$ cat config.mk
export PLATFORM = sky130hd
export DESIGN_NAME = sum_accumulator
export DESIGN_NICKNAME = d
export VERILOG_FILES = /design/src/rtl/sum_accumulator.sv
export SDC_FILE = /design/constraint.sdc
export NUM_CORES = 1
export LEC_CHECK = 0
export BUFFER_PORTS_ARGS = -buffer_cell sky130_fd_sc_hd__buf_2
export CAP_MARGIN = 40
export CORE_MARGIN = 1
export CORE_UTILIZATION = 54
export CTS_BUF_LIST = sky130_fd_sc_hd__clkbuf_4 sky130_fd_sc_hd__clkbuf_8 sky130_fd_sc_hd__clkbuf_16
export DETAILED_ROUTE_END_ITERATION = 16
export GPL_TIMING_DRIVEN = 0
export PLACE_DENSITY = 0.89
export REMOVE_ABC_BUFFERS = 1
export SYNTH_ARGS = -nofsm -noshare
export SYNTH_HDL_FRONTEND = slang
export SYNTH_SLANG_ARGS = --single-unit
$ cat constraint.sdc
create_clock -name clk_i -period 4.9 [get_ports clk_i]
set_input_delay 0.49 -clock clk_i [delete_from_list [all_inputs] [get_ports clk_i]]
set_output_delay 0.49 -clock clk_i [all_outputs]
set_load 0.02 [all_outputs]
$ cat src/rtl/sum_accumulator.sv
// sum_accumulator: registered, flow-controlled batch summer behind the 4-bit adder.
// Accepts count_p samples of the (width_p+1)-bit adder result over valid/ready and
// accumulates them. The batch total is then offered on a valid/ready output. When
// the total is taken, the accumulator clears and the next batch starts.
// Optional build macro: SUM_ACCUMULATOR_SATURATE_EN. When it is defined, the
// accumulator clamps to all ones on overflow instead of wrapping.
module sum_accumulator #(
    parameter int width_p     = 4,
    parameter int count_p     = 4,
    parameter int acc_width_p = 8
) (
    input  logic                   clk_i,
    input  logic                   reset_n_i,
    input  logic [width_p:0]       sum_i,
    input  logic                   valid_i,
    output logic                   ready_o,
    output logic [acc_width_p-1:0] total_o,
    output logic                   valid_o,
    input  logic                   ready_i,
    output logic                   overflow_o,
    output logic [7:0]             count_o
);

    typedef enum logic [0:0] {
        ACCUM = 1'b0,
        DONE  = 1'b1
    } state_t;

    // Count value of the last sample in a batch, and the value held while DONE.
    localparam logic [7:0] last_cnt = 8'(count_p - 1);
    localparam logic [7:0] full_cnt = 8'(count_p);

    state_t                 state_reg, state_next;
    logic [acc_width_p-1:0] acc_reg, acc_next;
    logic [7:0]             cnt_reg, cnt_next;
    logic                   ovf_reg, ovf_next;

    // The sample is zero-extended by one extra bit so that the accumulator's
    // carry-out shows up in the top bit of the sum.
    logic [acc_width_p:0]   sum_ext;
    logic [acc_width_p:0]   add_full;
    logic                   add_carry;
    logic                   in_fire;
    logic                   out_fire;

    assign sum_ext   = {{(acc_width_p - width_p){1'b0}}, sum_i};
    assign add_full  = {1'b0, acc_reg} + sum_ext;
    assign add_carry = add_full[acc_width_p];

    // The handshake outputs are gated by reset. This keeps both sides idle while
    // reset_n_i is low, even before the first reset edge arrives.
    assign ready_o    = reset_n_i && (state_reg == ACCUM);
    assign valid_o    = reset_n_i && (state_reg == DONE);
    assign total_o    = acc_reg;
    assign count_o    = cnt_reg;
    assign overflow_o = ovf_reg;

    assign in_fire  = valid_i && ready_o;
    assign out_fire = valid_o && ready_i;

    // State register with synchronous active-low reset.
    always_ff @(posedge clk_i) begin
        if (!reset_n_i) begin
            state_reg <= ACCUM;
            acc_reg   <= '0;
            cnt_reg   <= '0;
            ovf_reg   <= 1'b0;
        end else begin
            state_reg <= state_next;
            acc_reg   <= acc_next;
            cnt_reg   <= cnt_next;
            ovf_reg   <= ovf_next;
        end
    end

    // Next-state logic: accumulate in ACCUM, hold and then clear in DONE.
    always_comb begin
        state_next = state_reg;
        acc_next   = acc_reg;
        cnt_next   = cnt_reg;
        ovf_next   = ovf_reg;
        case (state_reg)
            ACCUM: begin
                if (in_fire) begin
`ifdef SUM_ACCUMULATOR_SATURATE_EN
                    // Clamp on carry. Once the accumulator is at all ones, every
                    // later nonzero sample carries again, so it stays clamped.
                    if (add_carry) begin
                        acc_next = '1;
                    end else begin
                        acc_next = add_full[acc_width_p-1:0];
                    end
`else
                    acc_next = add_full[acc_width_p-1:0];
`endif
                    ovf_next = ovf_reg | add_carry;
                    if (cnt_reg == last_cnt) begin
                        cnt_next   = full_cnt;
                        state_next = DONE;
                    end else begin
                        cnt_next = cnt_reg + 8'd1;
                    end
                end
            end
            DONE: begin
                // The input side stays closed until the total is taken. After
                // that, accepts resume on the following cycle.
                if (out_fire) begin
                    acc_next   = '0;
                    cnt_next   = '0;
                    ovf_next   = 1'b0;
                    state_next = ACCUM;
                end
            end
            default: begin
                state_next = ACCUM;
            end
        endcase
    end

endmodule

Word level (Yosys, flattened, before mapping)
Index checks and enable logic that the tools add are counted.

word-level totals
  register bits after elaboration = 18
  bits of input ports = 9
  output and inout port bits = 19
  word-level logic and storage cells = 29

operators by class
  mux-type cells = 13
  eq/ne operators = 3
  bitwise gates (word level) = 2
  $add $sub $neg = 2
  reductions and logical operators = 5

operators by type and width
  cell                   number
  $mux W8                4
  $pmux W8 S2            2
  $add A8 B5 Y9          1
  $add A8 B1 Y8 const B  1
  $eq A8 B2 Y1 const B   1
  $mux W1                5
  $logic_and A1 B1 Y1    4
  $pmux W1 S2            2
  $ne A2 B1 Y1 const B   1
  $ne A2 B2 Y1 const B   1
  $reduce_and A2 Y1      1
  $not A1 Y1             1
  $or A1 B1 Y1           1

Logic depth before layout (Yosys ltp)
Gate-level depths: netlist of run 1.

  depth in word-level cells = 5
  mapped depth = 6
  depth with buffers taken out = 6

Least setup slack after synthesis of run 1
No wires, ideal clock.

  path kind = in2reg
  from = input port sum_i[0]
  to = register acc_reg[6], in the netlist total_o[6]
  buffers on the path = 0
  data required time = 4.784 ns
  stages = 5
  data arrival time = 1.704 ns
  path slack = 3.080 ns
  setup time = 0.116 ns
  path through = ha_1 > fa_1 > a211oi_1 > o21bai_1 > a41o_1

on the way
  word-level cells in the longest chain between the ends = 3

RTL lines
  item                  line  RTL
  start, declared       14    input logic [width_p:0] sum_i,
  $add A8 B5 Y9         47    assign add_full = {1'b0, acc_reg} + sum_ext;
  $mux W8               84    if (in_fire) begin
  $pmux W8 S2           82    case (state_reg)
  end signal, assigned  70    acc_reg <= acc_next;
  end, declared         34    logic [acc_width_p-1:0] acc_reg, acc_next;

No other way between the ends. The select of a mux whose other input is x is not followed.
A chain may end at the register's enable or synchronous reset.

Worst setup path in the final report of run 1
  from = register acc_reg[0], in the netlist total_o[0]
  to = register acc_reg[6], in the netlist total_o[6]

on the way
  word-level cells in the longest chain between the ends = 3

RTL lines
  item           line
  $add A8 B5 Y9  47
  $mux W8        84
  $pmux W8 S2    82

No other way between the ends. The select of a mux whose other input is x is not followed.

==> impl_metrics.json, run 1 <==
{
  "regArea_um2": 360.3,
  "clkPwrFrac_pct": 24.8,
  "worst_r2r_endpoint": "total_o[6]",
  "number_of_design_rule_violations_left_by_the_first_detailed_router_iteration": 35,
  "place.detailed.instances": 160,
  "period_minus_slack_ns": 1.829,
  "synth_enable_flop_cells": 0,
  "met3RoutedLength_um": 110,
  "number_of_antenna_violations_at_the_first_check_in_global_routing": 0,
  "n_fill_cell": 155,
  "swShare_pct": 30.82,
  "post_route_cells_drive_above_1_share_pct": 24.64,
  "drtAntennaViolNets": 0,
  "r2r-start": "total_o[0]",
  "cells_taking_the_most_area_after_synthesis": "sky130_fd_sc_hd__dfxtp_1 (36%), sky130_fd_sc_hd__ha_1 (7.5%), sky130_fd_sc_hd__o21ai_0 (4.5%), sky130_fd_sc_hd__xor2_1 (4.4%), sky130_fd_sc_hd__nor2_1 (3.8%)",
  "highest_signal_layer_in_the_routed_design": "met4",
  "post-layout-total-power_uw": 303.0,
  "irDropWorstVdd_mv": 0.1407,
  "finalNonFillerCells": 163,
  "yosys.area.top_type": "sky130_fd_sc_hd__dfxtp_1",
  "setup_slack_ns": 3.071,
  "route.vias.total": 921,
  "syn_inst": 111,
  "grt_max_degree": 18,
  "worst-slew-pin-transition_ns": 0.5238,
  "floorplan.die.height_um": 45,
  "timing.critical_path.from_type": "flop",
  "clk_latency_worst_skew_pair_ns": 0.30,
  "worstPathCellList": "ha_1 -> fa_1 -> a211oi_1 -> o21bai_1 -> a31oi_1 -> a41o_1",
  "drc_errors": 0,
  "wl_um": 2008,
  "cts_repair_resize_count": 0,
  "fin_crit_sh_pct": 37.33,
  "synth.cells.most_frequent": "sky130_fd_sc_hd__dfxtp_1 (18), sky130_fd_sc_hd__nor2_1 (10), sky130_fd_sc_hd__nand2_1 (9), sky130_fd_sc_hd__o21ai_0 (9)",
  "cellInternalPower_uw": 209.6,
  "rows": 15,
  "chipWidth_um": 45,
  "postSynth.topFlopCell": "sky130_fd_sc_hd__dfxtp_1",
  "start_util_pct": 57.83,
  "cp_num_buf_inv": 0,
  "report.final.setup_viol": 0,
  "hold_class": "in2reg",
  "design.die.area_mm2": 0.002025,
  "setup_repair_after_global_routing_missed_its_margin": "false",
  "multi_input_comb_area_um2": 614.3,
  "syn_area_um2": 998.5,
  "cts_buffers": 3,
  "final.setup.tns_ns": 0,
  "critical_path.endpoint_type": "flop",
  "slew_violations": 0,
  "antenna_cells": 0,
  "max_freq_mhz": 546.7,
  "routed_wire_length_per_instance_um": 12.32,
  "path_delay_family": "compound AO/OA/AOI/OAI gates",
  "grt_pass1_wl_um": 3312,
  "clock_tree.buffer_depth": 2,
  "count_of_different_cell_masters_after_synthesis": 38,
  "min_to": "state_reg",
  "critPathKind": "reg2reg",
  "yosysTopAreaCellShare_pct": 36.09,
  "cpPeakStageDelay_ns": 0.44,
  "maxCapViolCount": 0,
  "asyncSetResetFlopFracSynth_pct": 0,
  "cts-root-buf": "sky130_fd_sc_hd__clkbuf_4",
  "met2WireLength_um": 918,
  "r2r_slack_ns": 3.07,
  "number_of_clock_sinks_seen_by_cts": 18,
  "clock-skew-final_ns": 0.001379,
  "leakagePower_nw": 0.5623,
  "firstDrtPassIters": 7,
  "cp_slowest_cell": "sky130_fd_sc_hd__fa_1",
  "floorplan.core_area_mm2": 0.001727,
  "yosys_warnings": 0,
  "overall_global_routing_usage_pct": 22.51,
  "synth_most_common_cell": "sky130_fd_sc_hd__dfxtp_1",
  "placedInstanceArea_mm2": 0.001149,
  "whs_path_depth": 2,
  "numPortBuffers": 27,
  "clk_pin_slew_worst_paths_ns": 0.10,
  "final_area_mm2": 0.001171,
  "clock_tree.htree_level_count": 1,
  "via_per_inst": 5.650,
  "place_ws_ns": 2.813,
  "hpwlAfterDp_um": 1483,
  "timing.slew.headroom_pct": 64.77,
  "critical_path_required_ns": 5.15,
  "area_delta_synth_final_pct": 17.29,
  "grt_overflow_total": 0,
  "critPathArrivalTime_ns": 2.08,
  "cts-hold-fix-buffers": 0,
  "final_core_util_pct": 67.83,
  "worst_hold_startpoint": "ready_i",
  "ff2ff_path_depth": 6,
  "post_cts.repair.setup_buffers": 0,
  "timing.critical_path.fanout_max": 3,
  "place.gp.congestion": 0.8518,
  "timing_hold_violations_final": 0,
  "layout.nets": 156,
  "p_sw_uw": 93.37,
  "cts_tree": "yes",
  "yosys_register_bits": 18,
  "first_global_vias": 778,
  "seq_power_share_pct": 52.5,
  "status": "completed",
  "yosysSeqAreaShare_pct": 36.09,
  "post_route_hold_slack_ns": 0.4183,
  "top_level_ports": 28,
  "pwr-share-comb_pct": 22.8,
  "drt-met1-wl_um": 934,
  "cellPowerDensity_mw_per_mm2": 258.7,
  "avg_cell_area_syn_um2": 8.995
}
-- power groups by stage --
stage | clock, mW | sequential [mW] | combinational (mW)
finish | 0.0750 | 0.159 | 0.0690
global route | 0.0810 | 0.160 | 0.0770
CTS | 0.0769 | 0.159 | 0.0690
detailed placement | 0 | 0.163 | 0.0684
global placement | 0 | 0.162 | 0.0665
floorplan | 0 | 0.170 | 0.0397
-- worst max-delay path by stage --
stage | from | slack, ns | to | cells after the start
after floorplan | sum_i[0] | 3.08 | total_o[6] | 5
after global placement | sum_i[0] | 2.85 | overflow_o | 7
after detailed placement | sum_i[0] | 2.81 | total_o[6] | 7
after CTS | total_o[0] | 3.07 | total_o[6] | 6
after global routing | total_o[0] | 2.94 | total_o[6] | 6
final | total_o[0] | 3.07 | total_o[6] | 6
-- cells in the final DEF (no fill, tap or decap) --
master / netlist / final
sky130_fd_sc_hd__buf_2: 1 / 27
sky130_fd_sc_hd__dfxtp_1: 18 / 18
sky130_fd_sc_hd__nor2_1: 10 / 10
sky130_fd_sc_hd__nand2_1: 9 / 9
sky130_fd_sc_hd__o21ai_0: 9 / 9
sky130_fd_sc_hd__nand3_1: 6 / 6
sky130_fd_sc_hd__ha_1: 6 / 6
sky130_fd_sc_hd__xor2_1: 5 / 5
sky130_fd_sc_hd__a211oi_1: 4 / 4
sky130_fd_sc_hd__and2_1: 3 / 3
sky130_fd_sc_hd__a21oi_1: 3 / 3
sky130_fd_sc_hd__nand4_1: 3 / 3
sky130_fd_sc_hd__clkbuf_4: 0 / 3
sky130_fd_sc_hd__inv_1: 2 / 2
sky130_fd_sc_hd__a31oi_1: 2 / 2
sky130_fd_sc_hd__a32o_1: 2 / 2
sky130_fd_sc_hd__and3_1: 2 / 2
sky130_fd_sc_hd__nand2b_1: 2 / 2
sky130_fd_sc_hd__nand3b_1: 2 / 2
sky130_fd_sc_hd__mux2i_1: 2 / 2
sky130_fd_sc_hd__a21o_1: 2 / 2
sky130_fd_sc_hd__nor2b_1: 1 / 1
sky130_fd_sc_hd__o21bai_1: 1 / 1
sky130_fd_sc_hd__mux2_4: 1 / 1
sky130_fd_sc_hd__and4_1: 1 / 1
sky130_fd_sc_hd__nand2_4: 1 / 1
sky130_fd_sc_hd__a22oi_1: 1 / 1
sky130_fd_sc_hd__a41oi_2: 1 / 1
sky130_fd_sc_hd__a311oi_2: 1 / 1
sky130_fd_sc_hd__nor4b_1: 1 / 1
sky130_fd_sc_hd__nor3_1: 1 / 1
sky130_fd_sc_hd__o21ai_1: 1 / 1
sky130_fd_sc_hd__xnor2_1: 1 / 1
sky130_fd_sc_hd__a21boi_0: 1 / 1
sky130_fd_sc_hd__a41o_1: 1 / 1
sky130_fd_sc_hd__or3_1: 1 / 1
sky130_fd_sc_hd__fa_1: 1 / 1
-- worst reg2reg max path, cell delays in order, from the launching register on --
cell	delay, ns
sky130_fd_sc_hd__dfxtp_1	0.33
sky130_fd_sc_hd__ha_1	0.23
sky130_fd_sc_hd__fa_1	0.44
sky130_fd_sc_hd__a211oi_1	0.29
sky130_fd_sc_hd__o21bai_1	0.18
sky130_fd_sc_hd__a31oi_1	0.21
sky130_fd_sc_hd__a41o_1	0.11
-- final cells by class --
class	instances	area share [%]
Multi-Input combinational cell	88	52.46
Sequential cell	18	30.77
Inverter	2	0.6410
Clock buffer	3	1.923
Tap cell	25	2.671
Timing Repair Buffer	27	11.54
-- cells by family after synthesis --
family / Yosys count / share of synthesized area (%)
adders and majority gates: 7 / 9.524
xor gates and xnor gates: 6 / 5.263
AOI/OAI and AO/OA: 29 / 20.68
buffers and inverters: 5 / 2.381
DFF: 18 / 36.09
muxes: 3 / 3.508
and+or+nand+nor: 43 / 22.56
-- routing by layer --
| metal | up-vias | global-route usage, % |
|---|---|---|
| met5 | - | 0 |
| met2 | 27 | 33.62 |
| met3 | 5 | 4.000 |
| met1 | 424 | 30.50 |
| met4 | 0 | 12.73 |
| li1 | 465 | - |
(Power assumes the default switching activity.)
==> run 2: changes to the inputs <==
Settings changed: CORE_UTILIZATION 54 to 45, PLACE_DENSITY 0.89 to 0.8.
Clock period 4.9 ns to 1.5 ns, I/O delays scaled along.
==> run 2 against run 1 <==
  * The run now ends with setup timing left
  * Final area grew 12%
  * Largest power group unchanged
  * Clock skew grew 0.0043 ns
  * Register-to-register slack lost 3.2 ns
  * Clock power grew to 4.2 times the previous value
==> impl_metrics.json, run 2 (synthesized netlist as in run 1, its figures left out) <==
{
  "status": "finished, violations left",
  "violations": "setup timing",
  "setup_slack_ns": -0.08866,
  "area_delta_synth_final_pct": 31.83,
  "grt_max_degree": 18,
  "maxCapViolCount": 0,
  "top_level_ports": 28,
  "timing_hold_violations_final": 0,
  "gr-usage-met2_pct": 36.30,
  "routed_wire_length_per_instance_um": 13.87,
  "numPortBuffers": 27,
  "floorplan.die.height_um": 49.11,
  "cts-root-buf": "sky130_fd_sc_hd__clkbuf_4",
  "cts-hold-fix-buffers": 0,
  "cellInternalPower_uw": 783.3,
  "hold_class": "in2reg",
  "timing.critical_path.from_type": "flop",
  "layout.nets": 161,
  "final_area_mm2": 0.001316,
  "firstDrtPassIters": 4,
  "report.final.setup_viol": 4,
  "route.vias.total": 985,
  "first_global_vias": 987,
  "place_ws_ns": -0.3094,
  "post-layout-total-power_mw": 1.136,
  "critPathKind": "reg2reg",
  "cts_tree": "yes",
  "met3_routing_resource_usage_after_global_routing_pct": 3.738,
  "final.setup.tns_ns": -0.3022,
  "timing.slew.headroom_pct": 65.81,
  "grt_overflow_total": 0,
  "rows": 16,
  "irDropWorstVdd_mv": 0.5621,
  "cellPowerDensity_mw_per_mm2": 863.2,
  "antenna_cells": 0,
  "met1_usage_pct": 25.34,
  "start_util_pct": 49.38,
  "globalRoute.busiestLayer": "met2",
  "wl_um": 2372,
  "critical_path_required_ns": 1.71,
  "cpPeakStageDelay_ns": 0.37,
  "grt_pass1_wl_um": 4064,
  "critPathArrivalTime_ns": 1.80,
  "seq_power_share_pct": 46.4,
  "leakagePower_nw": 0.6063,
  "swShare_pct": 31.06,
  "clk_latency_worst_skew_pair_ns": 0.31,
  "r2r_slack_ns": -0.09,
  "floorplan.core_area_mm2": 0.002022,
  "place.detailed.instances": 162,
  "post_route_cells_drive_above_1_share_pct": 38.19,
  "pwr-share-comb_pct": 25.9,
  "placedInstanceArea_mm2": 0.001151,
  "timing.critical_path.mode_cell": "sky130_fd_sc_hd__buf_4",
  "hpwlAfterDp_um": 1635,
  "via_per_inst": 5.760,
  "drc_errors": 0,
  "cts_buffers": 3,
  "post_route_hold_slack_ns": 0.06323,
  "number_of_antenna_violations_at_the_first_check_in_global_routing": 0,
  "layout_common_cells": "sky130_fd_sc_hd__buf_2 (27), sky130_fd_sc_hd__dfxtp_1 (13), sky130_fd_sc_hd__nor2_1 (10), sky130_fd_sc_hd__nand2_1 (9)",
  "worst-slew-pin-transition_ns": 0.5083,
  "critical_path.endpoint_type": "flop",
  "overall_global_routing_usage_pct": 21.94,
  "max_freq_mhz": 629.5,
  "number_of_clock_sinks_seen_by_cts": 18,
  "clk_pin_slew_worst_paths_ns": 0.11,
  "cp_slowest_cell": "sky130_fd_sc_hd__fa_2",
  "slew_violations": 0,
  "place.gp.congestion": 0.7623,
  "chipWidth_um": 49.11,
  "clkPwrFrac_pct": 27.8,
  "period_minus_slack_ns": 1.589,
  "clock_tree.buffer_depth": 2,
  "fin_crit_sh_pct": 105.9,
  "timing.critical_path.fanout_max": 2,
  "clock_tree.htree_level_count": 1,
  "setup_repair_after_global_routing_missed_its_margin": "true",
  "worstPathCellList": "ha_4 -> fa_2 -> buf_4 -> buf_4 -> xor2_1 -> a22oi_1 -> nor2_1",
  "clock-skew-final_ns": 0.005648,
  "p_sw_uw": 352.9,
  "number_of_design_rule_violations_left_by_the_first_detailed_router_iteration": 13,
  "final_core_util_pct": 65.10,
  "finalNonFillerCells": 171,
  "drtAntennaViolNets": 0,
  "design.die.area_mm2": 0.002411,
  "layout_commonest_cell": "sky130_fd_sc_hd__buf_2"
}
## run 2: routing by layer
layer	vias up	part of all wire, %
li1	473	-
met2	19	49
met4	0	2.2
met1	488	46
met3	5	2.7
met5	-	0
## run 2: area by class of cell
class | instances | area, um^2
clock buffer | 4 | 36.28
fill | 172 | 705.7
inverter | 2 | 7.507
multi-input combinational | 88 | 699.4
sequential | 18 | 366.6
tap | 27 | 33.78
timing repair buffer | 32 | 172.7
## run 2: critical path: cells and delay by family, from the launching register on
kind | cells | cell delay (ns)
buffers and inverters | 2 | 0.28
AND/OR/NAND/NOR | 1 | 0.05
adder cells (fa/ha/maj) | 2 | 0.53
AO/OA/AOI/OAI | 1 | 0.14
flip-flops | 1 | 0.35
XOR/XNOR | 1 | 0.14
## run 2: power by group through the flow
stage	Combinational, mW	Sequential, mW	Clock [mW]
floorplan	0.130	0.556	0
finish	0.294	0.527	0.315
global route	0.324	0.530	0.340
global placement	0.220	0.529	0
detailed placement	0.227	0.531	0
CTS	0.266	0.523	0.319
## run 2: final timing paths
| path | startpoint | to | depth (start not counted) |
|---|---|---|---|
| hold / removal | ready_i | state_reg | 2 |
| setup reg to reg | total_o[0] | total_o[2] | 7 |
| hold reg to reg | count_o[1] | count_o[1] | 2 |
| setup / recovery | total_o[0] | total_o[2] | 7 |
## run 2: repair_timing
action                                  in CTS  in global routing
resized for setup                           15                  8
setup buffers                                4                  1
endpoints found under the setup margin      11                 12
pin swaps                                   10                  6
==> run 3: changes to the inputs <==
Settings changed: SETUP_SLACK_MARGIN from default to 0.05, TNS_END_PERCENT from default to 50.
==> run 3 against run 2 <==
  * The flow still finishes with violations (setup timing)
  * Cell count grew 0.58%
  * First-iteration DRC count shrank 15%
  * Fmax grew 0.28%
  * Die area is the same
  * Global-route usage grew 0.33 points
  * Sequential cell count is the same
  * Clock power is essentially flat
  * Critical path type unchanged
  * Largest power group unchanged
==> impl_metrics.json, run 3 (synthesized netlist as in run 1, its figures left out) <==
{
  "floorplan.core_area_mm2": 0.002022,
  "critPathArrivalTime_ns": 1.79,
  "slew_violations": 0,
  "violations": "setup timing",
  "worst-slew-pin-transition_ns": 0.5082,
  "final_area_mm2": 0.001318,
  "firstDrtPassIters": 2,
  "area_delta_synth_final_pct": 31.95,
  "rows": 16,
  "numPortBuffers": 27,
  "antenna_cells": 0,
  "overall_global_routing_usage_pct": 22.27,
  "timing.critical_path.from": "total_o[0]",
  "number_of_antenna_violations_at_the_first_check_in_global_routing": 0,
  "place.detailed.instances": 162,
  "r2r-start": "total_o[0]",
  "cts-hold-fix-buffers": 0,
  "number_of_design_rule_violations_left_by_the_first_detailed_router_iteration": 11,
  "cts_tree": "yes",
  "grt_pass1_wl_um": 4084,
  "setup_slack_ns": -0.08415,
  "drtAntennaViolNets": 0,
  "routed_wire_length_per_instance_um": 13.91,
  "timing.slew.headroom_pct": 65.81,
  "clk_pin_slew_worst_paths_ns": 0.12,
  "wl_um": 2393,
  "period_minus_slack_ns": 1.584,
  "layout_common_cells": "sky130_fd_sc_hd__buf_2 (27), sky130_fd_sc_hd__dfxtp_1 (12), sky130_fd_sc_hd__nor2_1 (10), sky130_fd_sc_hd__nand2_1 (9), sky130_fd_sc_hd__o21ai_0 (7)",
  "route.vias.total": 996,
  "clock_tree.buffer_depth": 2,
  "maxCapViolCount": 0,
  "critPathKind": "reg2reg",
  "n_fill_cell": 174,
  "critical_path_required_ns": 1.71,
  "start_util_pct": 49.38,
  "hold_class": "in2reg",
  "clock-skew-final_ns": 0.008788,
  "place.gp.congestion": 0.7623,
  "grt_overflow_total": 0,
  "timing_hold_violations_final": 0,
  "status": "finished, violations left",
  "hpwlAfterDp_um": 1635,
  "grt_max_degree": 18,
  "cellPowerDensity_mw_per_mm2": 862.2,
  "setup_repair_after_global_routing_missed_its_margin": "true",
  "first_global_vias": 972,
  "post-layout-total-power_mw": 1.136,
  "drc_errors": 0,
  "placedInstanceArea_mm2": 0.001151,
  "leakagePower_nw": 0.6156,
  "design.die.area_mm2": 0.002411,
  "post_route_hold_slack_ns": 0.05976,
  "irDropWorstVdd_mv": 0.5258,
  "final_core_util_pct": 65.16,
  "finalNonFillerCells": 172,
  "floorplan.die.height_um": 49.11,
  "via_per_inst": 5.791,
  "worst_hold_startpoint": "ready_i",
  "chipWidth_um": 49.11,
  "cts-root-buf": "sky130_fd_sc_hd__clkbuf_4",
  "clock_tree.htree_level_count": 1,
  "critical_path.endpoint_type": "flop",
  "number_of_clock_sinks_seen_by_cts": 18,
  "timing.critical_path.fanout_max": 2,
  "final.setup.tns_ns": -0.3118,
  "top_level_ports": 28,
  "post_route_cells_drive_above_1_share_pct": 40.00,
  "clk_latency_worst_skew_pair_ns": 0.31,
  "report.final.setup_viol": 6,
  "place_ws_ns": -0.3094,
  "cts_buffers": 3,
  "layout.nets": 162,
  "timing.critical_path.from_type": "flop",
  "layout_commonest_cell": "sky130_fd_sc_hd__buf_2",
  "fin_crit_sh_pct": 105.6,
  "max_freq_mhz": 631.3
}
run 3: changes by cell type in the layout (fill, tap and decap cells not counted), sizes merged:
cell  before  now
buf       32   33
run 3: layer usage:
layer	GRT usage, %	part of all wire, %	vias to the layer above
li1	-	-	476
met1	25.53	47	495
met2	38.36	49	20
met3	3.115	2.5	5
met4	14.22	2.2	0
met5	0	0	-
run 3: area by class of cell:
class,count,area (um^2),share of cell area [%]
Clock buffer,4,36.28,2.754
Inverter,2,7.507,0.5698
Multi-Input combinational cell,88,691.9,52.52
Sequential cell,18,367.9,27.92
Tap cell,27,33.78,2.564
Timing Repair Buffer,33,180.2,13.68
run 3: path summary, 6_finish.rpt:
kind                     end  slack, ns  cells past startpoint
hold reg to reg   count_o[1]       0.50                      2
setup / recovery  total_o[2]      -0.08                      7
setup reg to reg  total_o[2]      -0.08                      7
hold / removal     state_reg       0.06                      2
run 3: what timing repair did:
item	4_1_cts	5_1_grt
setup buffers	3	3
resized for setup	18	5
pin swaps	7	8
endpoints found under the setup margin	12	13
run 3: worst max-delay path, stage by stage (launching register included):
cell,delay (ns)
sky130_fd_sc_hd__dfxtp_2,0.35
sky130_fd_sc_hd__ha_4,0.16
sky130_fd_sc_hd__fa_2,0.36
sky130_fd_sc_hd__buf_4,0.15
sky130_fd_sc_hd__buf_4,0.12
sky130_fd_sc_hd__xor2_1,0.14
sky130_fd_sc_hd__a22oi_1,0.15
sky130_fd_sc_hd__nor2_1,0.05
run 3: report_power, final:
group | leakage (nW) | switching [mW] | internal [mW] | total (mW)
sequential | 0.149 | 0.0240 | 0.502 | 0.526
clock | 0.0210 | 0.168 | 0.148 | 0.317
combinational | 0.446 | 0.162 | 0.131 | 0.293
